**src/rtl/mem_bus_arbiter_if.sv**
```systemverilog
// SRAM-like bus port: request fields flow master -> slave, handshakes and read data flow back.
interface mem_bus_arbiter_if;
  logic        req;
  logic        wr;
  logic [1:0]  size;
  logic [3:0]  wstrb;
  logic [31:0] addr;
  logic [31:0] wdata;
  logic        addr_ok;
  logic        data_ok;
  logic [31:0] rdata;

  modport master (
    output req, wr, size, wstrb, addr, wdata,
    input  addr_ok, data_ok, rdata
  );

  modport slave (
    input  req, wr, size, wstrb, addr, wdata,
    output addr_ok, data_ok, rdata
  );
endinterface

```
**src/rtl/mem_bus_arbiter.sv**
```systemverilog
// Shares one SRAM-like bus between fetch (inst) and load/store (data) ports, fixed priority
// data over inst, with an in-order ID FIFO routing responses back to the issuing port.
module mem_bus_arbiter #(
  parameter int unsigned OUTSTANDING = 2
) (
  input  logic              clk,
  input  logic              reset,
  mem_bus_arbiter_if.slave  inst,
  mem_bus_arbiter_if.slave  data,
  mem_bus_arbiter_if.master mem,
  output logic              err_unexp
);

  localparam int unsigned PtrW = (OUTSTANDING > 1) ? $clog2(OUTSTANDING) : 1;
  localparam int unsigned CntW = $clog2(OUTSTANDING + 1);

  logic                   lock_q, lock_d;
  logic                   owner_q, owner_d;
  logic [OUTSTANDING-1:0] id_q;
  logic [PtrW-1:0]        wptr_q, wptr_d;
  logic [PtrW-1:0]        rptr_q, rptr_d;
  logic [CntW-1:0]        cnt_q, cnt_d;
  logic                   err_q, err_d;

  logic gnt_valid, gnt_data;
  logic gnt_req, not_full;
  logic hs, pop, head_id;

  // A stalled request keeps its grant so the bus fields cannot change before acceptance.
  always_comb begin
    gnt_valid = 1'b0;
    gnt_data  = 1'b0;
    if (lock_q) begin
      gnt_valid = 1'b1;
      gnt_data  = owner_q;
    end else if (data.req) begin
      gnt_valid = 1'b1;
      gnt_data  = 1'b1;
    end else if (inst.req) begin
      gnt_valid = 1'b1;
      gnt_data  = 1'b0;
    end
  end

  // Full check on registered count only: a same-cycle response never unblocks a request.
  assign not_full = (cnt_q < CntW'(OUTSTANDING));
  assign gnt_req  = gnt_data ? data.req : inst.req;

  always_comb begin
    mem.req   = 1'b0;
    mem.wr    = 1'b0;
    mem.size  = 2'd0;
    mem.wstrb = 4'd0;
    mem.addr  = 32'd0;
    mem.wdata = 32'd0;
    if (gnt_valid) begin
      mem.req = gnt_req & not_full;
      if (gnt_data) begin
        mem.wr    = data.wr;
        mem.size  = data.size;
        mem.wstrb = data.wstrb;
        mem.addr  = data.addr;
        mem.wdata = data.wdata;
      end else begin
        mem.wr    = inst.wr;
        mem.size  = inst.size;
        mem.wstrb = inst.wstrb;
        mem.addr  = inst.addr;
        mem.wdata = inst.wdata;
      end
    end
  end

  assign hs           = mem.req & mem.addr_ok;
  assign inst.addr_ok = hs & ~gnt_data;
  assign data.addr_ok = hs & gnt_data;

  assign pop          = mem.data_ok & (cnt_q != '0);
  assign head_id      = id_q[rptr_q];
  assign inst.data_ok = pop & ~head_id;
  assign data.data_ok = pop & head_id;
  assign inst.rdata   = mem.rdata;
  assign data.rdata   = mem.rdata;

  assign err_unexp = err_q;

  always_comb begin
    lock_d  = lock_q;
    owner_d = owner_q;
    wptr_d  = wptr_q;
    rptr_d  = rptr_q;
    cnt_d   = cnt_q;
    err_d   = err_q;

    if (mem.req && !mem.addr_ok) begin
      lock_d  = 1'b1;
      owner_d = gnt_data;
    end else if (hs) begin
      lock_d = 1'b0;
    end

    if (hs) begin
      wptr_d = (wptr_q == PtrW'(OUTSTANDING - 1)) ? '0 : wptr_q + 1'b1;
    end
    if (pop) begin
      rptr_d = (rptr_q == PtrW'(OUTSTANDING - 1)) ? '0 : rptr_q + 1'b1;
    end
    cnt_d = cnt_q + CntW'(hs) - CntW'(pop);

    if (mem.data_ok && (cnt_q == '0)) begin
      err_d = 1'b1;
    end
  end

  always_ff @(posedge clk) begin
    if (reset) begin
      lock_q  <= 1'b0;
      owner_q <= 1'b0;
      id_q    <= '0;
      wptr_q  <= '0;
      rptr_q  <= '0;
      cnt_q   <= '0;
      err_q   <= 1'b0;
    end else begin
      lock_q  <= lock_d;
      owner_q <= owner_d;
      wptr_q  <= wptr_d;
      rptr_q  <= rptr_d;
      cnt_q   <= cnt_d;
      err_q   <= err_d;
      if (hs) begin
        id_q[wptr_q] <= gnt_data;
      end
    end
  end

endmodule

```
**src/flat_wrapper.sv**
```systemverilog
// flat-port wrapper written by rule: the top's interface ports become plain ports
module mem_bus_arbiter_flat 
#(
  parameter int unsigned OUTSTANDING = 2
)
  (clk, reset, err_unexp, inst_req, inst_wr, inst_size, inst_wstrb, inst_addr, inst_wdata, inst_addr_ok, inst_data_ok, inst_rdata, data_req, data_wr, data_size, data_wstrb, data_addr, data_wdata, data_addr_ok, data_data_ok, data_rdata, mem_req, mem_wr, mem_size, mem_wstrb, mem_addr, mem_wdata, mem_addr_ok, mem_data_ok, mem_rdata);
  mem_bus_arbiter_if inst_i ();
  mem_bus_arbiter_if data_i ();
  mem_bus_arbiter_if mem_i ();
  input  logic clk;
  input  logic reset;
  output logic err_unexp;
  input wire logic [$bits(inst_i.req)-1:0] inst_req;
  input wire logic [$bits(inst_i.wr)-1:0] inst_wr;
  input wire logic [$bits(inst_i.size)-1:0] inst_size;
  input wire logic [$bits(inst_i.wstrb)-1:0] inst_wstrb;
  input wire logic [$bits(inst_i.addr)-1:0] inst_addr;
  input wire logic [$bits(inst_i.wdata)-1:0] inst_wdata;
  output wire logic [$bits(inst_i.addr_ok)-1:0] inst_addr_ok;
  output wire logic [$bits(inst_i.data_ok)-1:0] inst_data_ok;
  output wire logic [$bits(inst_i.rdata)-1:0] inst_rdata;
  input wire logic [$bits(data_i.req)-1:0] data_req;
  input wire logic [$bits(data_i.wr)-1:0] data_wr;
  input wire logic [$bits(data_i.size)-1:0] data_size;
  input wire logic [$bits(data_i.wstrb)-1:0] data_wstrb;
  input wire logic [$bits(data_i.addr)-1:0] data_addr;
  input wire logic [$bits(data_i.wdata)-1:0] data_wdata;
  output wire logic [$bits(data_i.addr_ok)-1:0] data_addr_ok;
  output wire logic [$bits(data_i.data_ok)-1:0] data_data_ok;
  output wire logic [$bits(data_i.rdata)-1:0] data_rdata;
  output wire logic [$bits(mem_i.req)-1:0] mem_req;
  output wire logic [$bits(mem_i.wr)-1:0] mem_wr;
  output wire logic [$bits(mem_i.size)-1:0] mem_size;
  output wire logic [$bits(mem_i.wstrb)-1:0] mem_wstrb;
  output wire logic [$bits(mem_i.addr)-1:0] mem_addr;
  output wire logic [$bits(mem_i.wdata)-1:0] mem_wdata;
  input wire logic [$bits(mem_i.addr_ok)-1:0] mem_addr_ok;
  input wire logic [$bits(mem_i.data_ok)-1:0] mem_data_ok;
  input wire logic [$bits(mem_i.rdata)-1:0] mem_rdata;
  assign inst_i.req = inst_req;
  assign inst_i.wr = inst_wr;
  assign inst_i.size = inst_size;
  assign inst_i.wstrb = inst_wstrb;
  assign inst_i.addr = inst_addr;
  assign inst_i.wdata = inst_wdata;
  assign inst_addr_ok = inst_i.addr_ok;
  assign inst_data_ok = inst_i.data_ok;
  assign inst_rdata = inst_i.rdata;
  assign data_i.req = data_req;
  assign data_i.wr = data_wr;
  assign data_i.size = data_size;
  assign data_i.wstrb = data_wstrb;
  assign data_i.addr = data_addr;
  assign data_i.wdata = data_wdata;
  assign data_addr_ok = data_i.addr_ok;
  assign data_data_ok = data_i.data_ok;
  assign data_rdata = data_i.rdata;
  assign mem_req = mem_i.req;
  assign mem_wr = mem_i.wr;
  assign mem_size = mem_i.size;
  assign mem_wstrb = mem_i.wstrb;
  assign mem_addr = mem_i.addr;
  assign mem_wdata = mem_i.wdata;
  assign mem_i.addr_ok = mem_addr_ok;
  assign mem_i.data_ok = mem_data_ok;
  assign mem_i.rdata = mem_rdata;
  mem_bus_arbiter #(.OUTSTANDING(OUTSTANDING)) u_core (.clk(clk), .reset(reset), .inst(inst_i), .data(data_i), .mem(mem_i), .err_unexp(err_unexp));
endmodule
```
**config.mk**
```make
export PLATFORM = sky130hd
export DESIGN_NAME = mem_bus_arbiter_flat
export DESIGN_NICKNAME = d
export VERILOG_FILES = /design/src/rtl/mem_bus_arbiter_if.sv /design/src/rtl/mem_bus_arbiter.sv /design/src/flat_wrapper.sv
export SDC_FILE = /design/constraint.sdc
export NUM_CORES = 1
export LEC_CHECK = 0
export CELL_PAD_IN_SITES_DETAIL_PLACEMENT = 1
export CELL_PAD_IN_SITES_GLOBAL_PLACEMENT = 2
export CORE_MARGIN = 3
export CORE_UTILIZATION = 10
export DETAILED_ROUTE_END_ITERATION = 8
export PLACE_DENSITY = 0.95
export SLEW_MARGIN = 0
export SYNTH_ARGS = -nofsm -noshare
export SYNTH_HDL_FRONTEND = slang
export SYNTH_SLANG_ARGS = --single-unit
```
**constraint.sdc**
```tcl
create_clock -name clk -period 2.7 [get_ports clk]
set_input_delay 0.405 -clock clk [delete_from_list [all_inputs] [get_ports clk]]
set_output_delay 0.405 -clock clk [all_outputs]
set_load 0.005 [all_outputs]
```
# == Yosys cells after proc, flatten, opt, wreduce, memory -nomap -nowiden ==
# Index checks and enable logic that the tools add are counted.
# totals
output_inout_bits,141
elab_cells,57
ff_bits,9
in_bits,180
# classes
n_reduce_logical,7
n_lt_le_gt_ge,4
muxes,26
bitwise,9
n_addsub,4
# op_table
op,count
32-bit two-way mux,4
1-bit two-way mux,16
4-bit two-way mux,2
1-bit bitwise AND,7
"1-bit by 2-bit < comparator with 1-bit output, second input constant",2
2-bit two-way mux,2
2-bit nonzero test,2
1-bit logical AND,3
"1-bit adder, second input constant",2
2-bit by 1-bit adder with 2-bit output,1
2-bit bitwise mux,1
2-bit zero test,1
"2-bit < comparator, second input constant",1
1-bit NOT,2
2-bit by 1-bit subtractor with 2-bit output,1
1-bit demux with 1-bit select,1
"1-bit greater-or-equal comparator, second input constant",1
1-bit zero test,1

# == Longest topological paths before layout ==
# Gate-level depths: netlist of run 1.
# depth
ltp_word,8
depth_mapped,6
mapped_depth_nobuf,6

# == Worst setup path after synthesis of run 1 ==
# No wires, ideal clock.
# synth_timing
path_type,register to output
from,register u_core.lock_q
to,output port mem_wdata[22]
setup_slack_ns,0.937
stages_incl_launch_ff,6
n_path_buf,3
required_time_ns,2.295
t_arrival_ns,1.358
path_cell_list,dfxtp_1 buf_2 mux2_2 clkbuf_1 buf_2 a22o_1
# synth_between
elab_chain_cells,3
word_cells_on_any_way,4
# synth_rtl
item,line,source
from (decl),mem_bus_arbiter.sv:17,"logic lock_q, lock_d;"
from (signal assigned),mem_bus_arbiter.sv:125,lock_q <= lock_d;
1-bit two-way mux,mem_bus_arbiter.sv:33,if (lock_q) begin
32-bit two-way mux,mem_bus_arbiter.sv:58,if (gnt_data) begin
32-bit two-way mux *,mem_bus_arbiter.sv:56,if (gnt_valid) begin
to (decl),flat_wrapper.sv:36,output wire logic [$bits(mem_i.wdata)-1:0] mem_wdata;
# Every way passes the cells marked *; elsewhere a longest branch is shown, timed or not.

# == Worst setup path after layout of run 1 ==
# layout_timing
from,input port inst_req
to,output port inst_addr_ok
# layout_between
elab_chain_cells,6
word_cells_on_any_way,8
# layout_rtl
item,line,source
from (decl),flat_wrapper.sv:13,input wire logic [$bits(inst_i.req)-1:0] inst_req;
1-bit two-way mux,mem_bus_arbiter.sv:39,end else if (inst.req) begin
1-bit two-way mux,mem_bus_arbiter.sv:36,end else if (data.req) begin
1-bit two-way mux,mem_bus_arbiter.sv:33,
1-bit two-way mux *,mem_bus_arbiter.sv:56,
1-bit bitwise AND *,mem_bus_arbiter.sv:74,assign hs = mem.req & mem.addr_ok;
1-bit bitwise AND *,mem_bus_arbiter.sv:75,assign inst.addr_ok = hs & ~gnt_data;
to (decl),flat_wrapper.sv:19,output wire logic [$bits(inst_i.addr_ok)-1:0] inst_addr_ok;
# Marks and branches as above.

==> results.ini, run 1 <==
[critical_path]
reg2reg_from=u_core.cnt_q[1]
end_kind=primary output
crit_required_ns=2.30
crit_arrival_ns=2.13
critical_path_class=input port to primary output
critPathMaxFanout=4
cp-startpoint=inst_req
start_kind=input port

[clocking]
cts_tree=done
root_buffer=clkbuf_16
numCtsBuffers=3
clk_pin_slew_ns=0.04
cts_num_sinks=9
postCtsSetupBuffers=0
cts_buffer_depth=2
holdBufCountCts=0
insertion_delay_ns=0.24
ctsHtreeMaxLevel=1

[run_status]
run_status=finished clean

[yosys]
yosys-top-cells-count=a22o_1, buf_4, buf_2
async_reset_ff_frac=0
ys_ff_latch=9
synthDistinctLibCells=25
synth_top_area_share=0.3794
avgSynthCellArea_sq_um=7.995
syn-num-nets=386
synthMostInstantiatedCell=a22o_1
yosys.area.top_type=a22o_1
syn-cell-area_sq_um=1639
synth_warnings=0
synthTopCellsByArea=a22o_1, buf_4, dfxtp_1
ys_seq_area_frac=0.1099
syn_inst=205
ys.flop_type=dfxtp_1
synth_edf_count=0

[sta]
fin_crit_sh=0.9405
skew_ns=0.002214
fin_tns_setup_ns=0
setup_viol=0
setup_ws_ns=0.1607
fmax_ghz=0.3938
rsz0062_at_grt=false
drv_slew=0
finalHoldViolations=0
fin_crit_ns=2.539
slew_headroom=0.6647
tightest_slew_ns=0.4976

[die]
die_y_microns=134.0
die_w_microns=134.0
core_sq_um=15940
initial_core_util=0.1028
die-area_sq_um=17960
rows=46
boundaryPins=321

[drt]
ant_nets=0
drc=0
first_pass_iters=4
wirelength_mm=11.04
drtIter0Drc=79
vias=2230
via_per_inst=3.878
wl_per_cell_microns=19.20

[global_route]
grt_pass1_wl_mm=15.43
antenna_found_initial=4
grt_pass1_vias=2479
grtUsageTotal=0.1114
grt_overflow_total=0
grt_max_degree=53

[pwr]
power_leakage_nw=1.435
total_power_mw=1.920
ir_worst_vdd_mv=0.1815
pwr_density_cell_nw_per_um2=504.6

[cells_and_area]
fillCellCount=1858
layout-drive-gt1-share=0.03900
area_growth_syn_to_layout_pct=132.1
finalNonFillerCells=575
diodes=0
nNetsFinal=541

[hold_path]
hp-class=flop to flop
holdCritStartpoint=u_core.err_unexp

[place]
dp_slack_ns=-0.03829
routabilityCongestion=0.7756
dp.cells=571
io_buffers=224
hpwlAfterDp_mm=9.773

[run]
maxCapViolations=0

## sequential cells by signal, indices dropped and copies added (netlist names)
signal,flops
u_core.cnt_q,2
u_core.id_q,2
u_core.err_unexp,1
u_core.lock_q,1
u_core.owner_q,1
u_core.rptr_q,1
u_core.wptr_q,1
## worst max-delay path, cell delays in order
cell and delay (ns):
clkdlybuf4s50_1 0.60, mux2i_1 0.18, a21oi_1 0.24, nand2_1 0.10, nor2_1 0.09, clkdlybuf4s50_1 0.52
## cells in the final DEF (no fill, tap or decap), drive strengths merged
cell,count
xnor2,2
buf,7
nor2,10
ha,1
dfxtp,9
clkbuf,4
a21oi,5
a311oi,2
a211oi,2
nor3,1
nand3,1
dlymetal6s2s,1
inv,6
xor2,2
clkdlybuf4s50,223
mux2,1
mux2i,3
a22oi,1
o21bai,1
a22o,71
nor3b,1
nand2,2
o21ai,1
nor2b,1
o2bb2ai,1
## layout make-up
| class | instances | area, sq um | area share |
|---|---|---|---|
| timing repair buffer | 231 | 2350 | 0.6176 |
| multi-input combinational | 109 | 903.4 | 0.2374 |
| tap | 216 | 270.3 | 0.07103 |
| sequential | 9 | 180.2 | 0.04735 |
| clock buffer | 4 | 78.83 | 0.02072 |
| inverter | 6 | 22.52 | 0.005919 |
## power breakdown
group	total (mW)	switching, mW	internal [mW]	leakage [nW]
clock network	0.264	0.0663	0.197	0.0382
logic	1.45	0.538	0.912	1.32
registers	0.207	0.0390	0.168	0.0743
## cells by family (layout without fill, tap and decap cells)
family | Yosys count | count (layout) | synth area share
AND/OR/NAND/NOR | 16 | 16 | 0.04199
buffers and inverters | 87 | 241 | 0.3542
AO/OA/AOI/OAI | 84 | 84 | 0.4397
XOR/XNOR | 4 | 4 | 0.02138
multiplexers | 4 | 4 | 0.02519
adder cells (fa/ha/maj) | 1 | 1 | 0.007632
flip-flops | 9 | 9 | 0.1099
## layer usage
layer,vias up,global-route usage,share of wire
li1,1010,-,-
met4,8,0.02206,0.012
met1,1043,0.1109,0.35
met2,146,0.2176,0.54
met5,-,0,0.0034
met3,23,0.04464,0.099
## what timing repair did
item | 4_1_cts | 5_1_grt
pin swaps | 0 | 0
endpoints found under the setup margin | 8 | 9
gates resized for setup | 3 | 3
## metrics by stage
| step | util | cell area, sq um | hold WS (ns) |
|---|---|---|---|
| floorplan | - | 1639 | 0.4604 |
| global placement | 0.2322 | 3702 | 0.4685 |
| detailed placement | 0.2322 | 3702 | 0.4842 |
| CTS | 0.2378 | 3791 | 0.4983 |
| global route | 0.2387 | 3805 | 0.5299 |
| finish | 0.2387 | 3805 | 0.4887 |
## worst paths after layout
check,to,slack (ns),cells after the start
worst max-delay path,inst_addr_ok,0.16,6
worst min-delay path,u_core.err_unexp,0.49,2
worst max register to register,u_core.cnt_q[1],0.95,6
worst min register to register,u_core.err_unexp,0.49,2
Power figures use the tool's default switching activity.
==> run 2, diff against run 1 <==
- CORE_MARGIN: 3 -> 5
- CTS_CLUSTER_DIAMETER: not set -> 120
==> run 2 against run 1 <==
Effect of this change: register-to-register slack better by 0.07 ns; combinational power hardly changed; non-clock buffer count did not move; total power decreased by 0.48%; clock power rose by 2%; sequential power barely moved; die area increased by 6.1%; sequential share of layout area hardly changed.
==> results.ini, run 2 (same netlist as run 1, synthesis figures left out) <==
[run_status]
run_status=finished clean

[critical_path]
critPathMostFrequentCell=clkdlybuf4s50_1
path_delay_family=buffers and inverters
crit_chain=clkdlybuf4s50_1 > nor2_1 > o2bb2ai_4 > buf_4 > a22o_1 > clkdlybuf4s50_1
critPathMaxFanout=10  ; +6
crit_required_ns=2.30  ; about the same
crit_buf_inv=3  ; +1
critical_path_class=input port to primary output
start_kind=input port
crit_arrival_ns=2.23  ; +0.10 ns
crit_slowest_cell=clkdlybuf4s50_1
end_kind=primary output
max_stage_delay_ns=0.58  ; -0.02 ns

[drt]
wl_per_cell_microns=18.18  ; -5.3%
first_pass_iters=6  ; +2
vias=2210  ; -0.90%
drc=0  ; unchanged
via_per_inst=3.843  ; -0.90%
wirelength_mm=10.46  ; -5.3%
wl_met2_mm=5.384  ; -9.1%
met3WireLength_microns=962  ; -12%
top_layer=met4
drtIter0Drc=46  ; -42%
wl_met1_mm=3.724  ; -3.1%
ant_nets=0  ; unchanged

[clocking]
root_buffer=clkbuf_16
cts_tree=done
numCtsBuffers=3  ; unchanged
postCtsSetupBuffers=0  ; unchanged
insertion_delay_ns=0.24  ; about the same
holdBufCountCts=0  ; unchanged
clk_pin_slew_ns=0.04  ; about the same
cts_buffer_depth=2  ; unchanged
cts_num_sinks=9  ; unchanged
ctsHtreeMaxLevel=1  ; unchanged

[die]
die_y_microns=138.0  ; +3.0%
die_w_microns=138.0  ; +3.0%
die-area_sq_um=19050  ; +6.1%
boundaryPins=321  ; unchanged
core_sq_um=16000  ; +0.36%
rows=46  ; unchanged
initial_core_util=0.1024  ; -0.0003698

[sta]
slew_headroom=0.6469  ; -0.01785
fmax_ghz=0.3794  ; -3.7%
fin_crit_sh=0.9763  ; +0.03582
drv_slew=0  ; unchanged
fin_crit_ns=2.636  ; +0.09672 ns
setup_viol=0  ; unchanged
fin_tns_setup_ns=0  ; unchanged
skew_ns=0.001173  ; -0.001041 ns
finalHoldViolations=0  ; unchanged
tightest_slew_ns=0.5241  ; +0.02650 ns
rsz0062_at_grt=true

[pwr]
power_leakage_nw=1.419  ; -1.1%
total_power_mw=1.911  ; -0.48%
pwr_density_cell_nw_per_um2=505.0  ; about the same
ir_worst_vdd_mv=0.2561  ; +41%

[global_route]
grt_pass1_vias=2521  ; +1.7%
grt_pass1_wl_mm=15.21  ; -1.4%
grtUsageTotal=0.1007  ; -0.01065
grt_overflow_total=0  ; unchanged
grt_max_degree=50  ; -5.7%
antenna_found_initial=0  ; -4

[cells_and_area]
diodes=0  ; unchanged
area_growth_syn_to_layout_pct=130.8
top_regs=u_core.cnt_q x2, u_core.id_q x2
nNetsFinal=541  ; unchanged
fillCellCount=1889  ; +1.7%
final_cell_mix=clkdlybuf4s50_1, a22o_1, nor2_1
final_common_cell=clkdlybuf4s50_1
fin_area_sq_um=3784  ; -0.56%
layout-drive-gt1-share=0.04178  ; +0.002786

[hold_path]
hp-class=flop to flop

[run]
maxCapViolations=0  ; unchanged

[place]
io_buffers=224  ; unchanged
routabilityCongestion=0.8045  ; +3.7%
hpwlAfterDp_mm=9.108  ; -6.8%
place_area_sq_um=3702  ; unchanged

[run 2: cell count changes in the layout (fill, tap and decap cells not counted), sizes merged]
cell	delta
clkinv	+1
clkbuf	-1
clkdlybuf4s50	+1
dlymetal6s2s	-1
[run 2: tightest hold or removal path: cells and delay by family (launching register included)]
kind | cells | cell delay [ns]
flip-flops | 1 | 0.32
AND/OR/NAND/NOR | 1 | 0.08
AO/OA/AOI/OAI | 1 | 0.04
[run 2: through the flow]
step	instances	setup WS (ns)	util	hold slack, ns
5_1_grt	575	-0.03429	0.2365	0.5367
3_3_place_gp	571	0.03534	0.2314	0.4482
6_report	575	0.06393	0.2365	0.4866
3_5_place_dp	571	-0.03243	0.2314	0.4862
2_1_floorplan	205	0.9373	-	0.4604
4_1_cts	575	0.005756	0.2365	0.4978
[run 2: what timing repair did]
action | in CTS | in global routing
cloned | 0 | 0
endpoints found under the setup margin | 1 | 8
pin swaps | 0 | 0
resized for setup | 1 | 0
[run 2: layer usage]
| metal | vias up | track usage |
|---|---|---|
| met1 | 1007 | 0.1020 |
| met2 | 153 | 0.1868 |
| met5 | - | 0 |
| li1 | 1006 | - |
| met4 | 0 | 0.04056 |
| met3 | 44 | 0.03690 |
[run 2: final cells by class]
class / count / area (sq um) / area share
Sequential cell: 9 / 180.2 / 0.04762
Multi-Input combinational cell: 109 / 898.4 / 0.2374
Clock inverter: 1 / 5.005 / 0.001323
Tap cell: 216 / 270.3 / 0.07143
Clock buffer: 3 / 75.07 / 0.01984
Timing Repair Buffer: 231 / 2332 / 0.6164
Inverter: 6 / 22.52 / 0.005952
[run 2: where the power goes]
group          switching (mW)  internal [mW]
Clock                  0.0721          0.196
Combinational           0.542          0.897
Sequential             0.0364          0.168
[run 2: path summary, 6_finish.rpt]
check / from / end / slack, ns / depth (start not counted)
setup / recovery: data_req / mem_wdata[15] / 0.06 / 6
hold / removal: u_core.err_unexp / u_core.err_unexp / 0.49 / 2
setup reg to reg: u_core.cnt_q[1] / u_core.cnt_q[1] / 1.02 / 6
hold reg to reg: u_core.err_unexp / u_core.err_unexp / 0.49 / 2
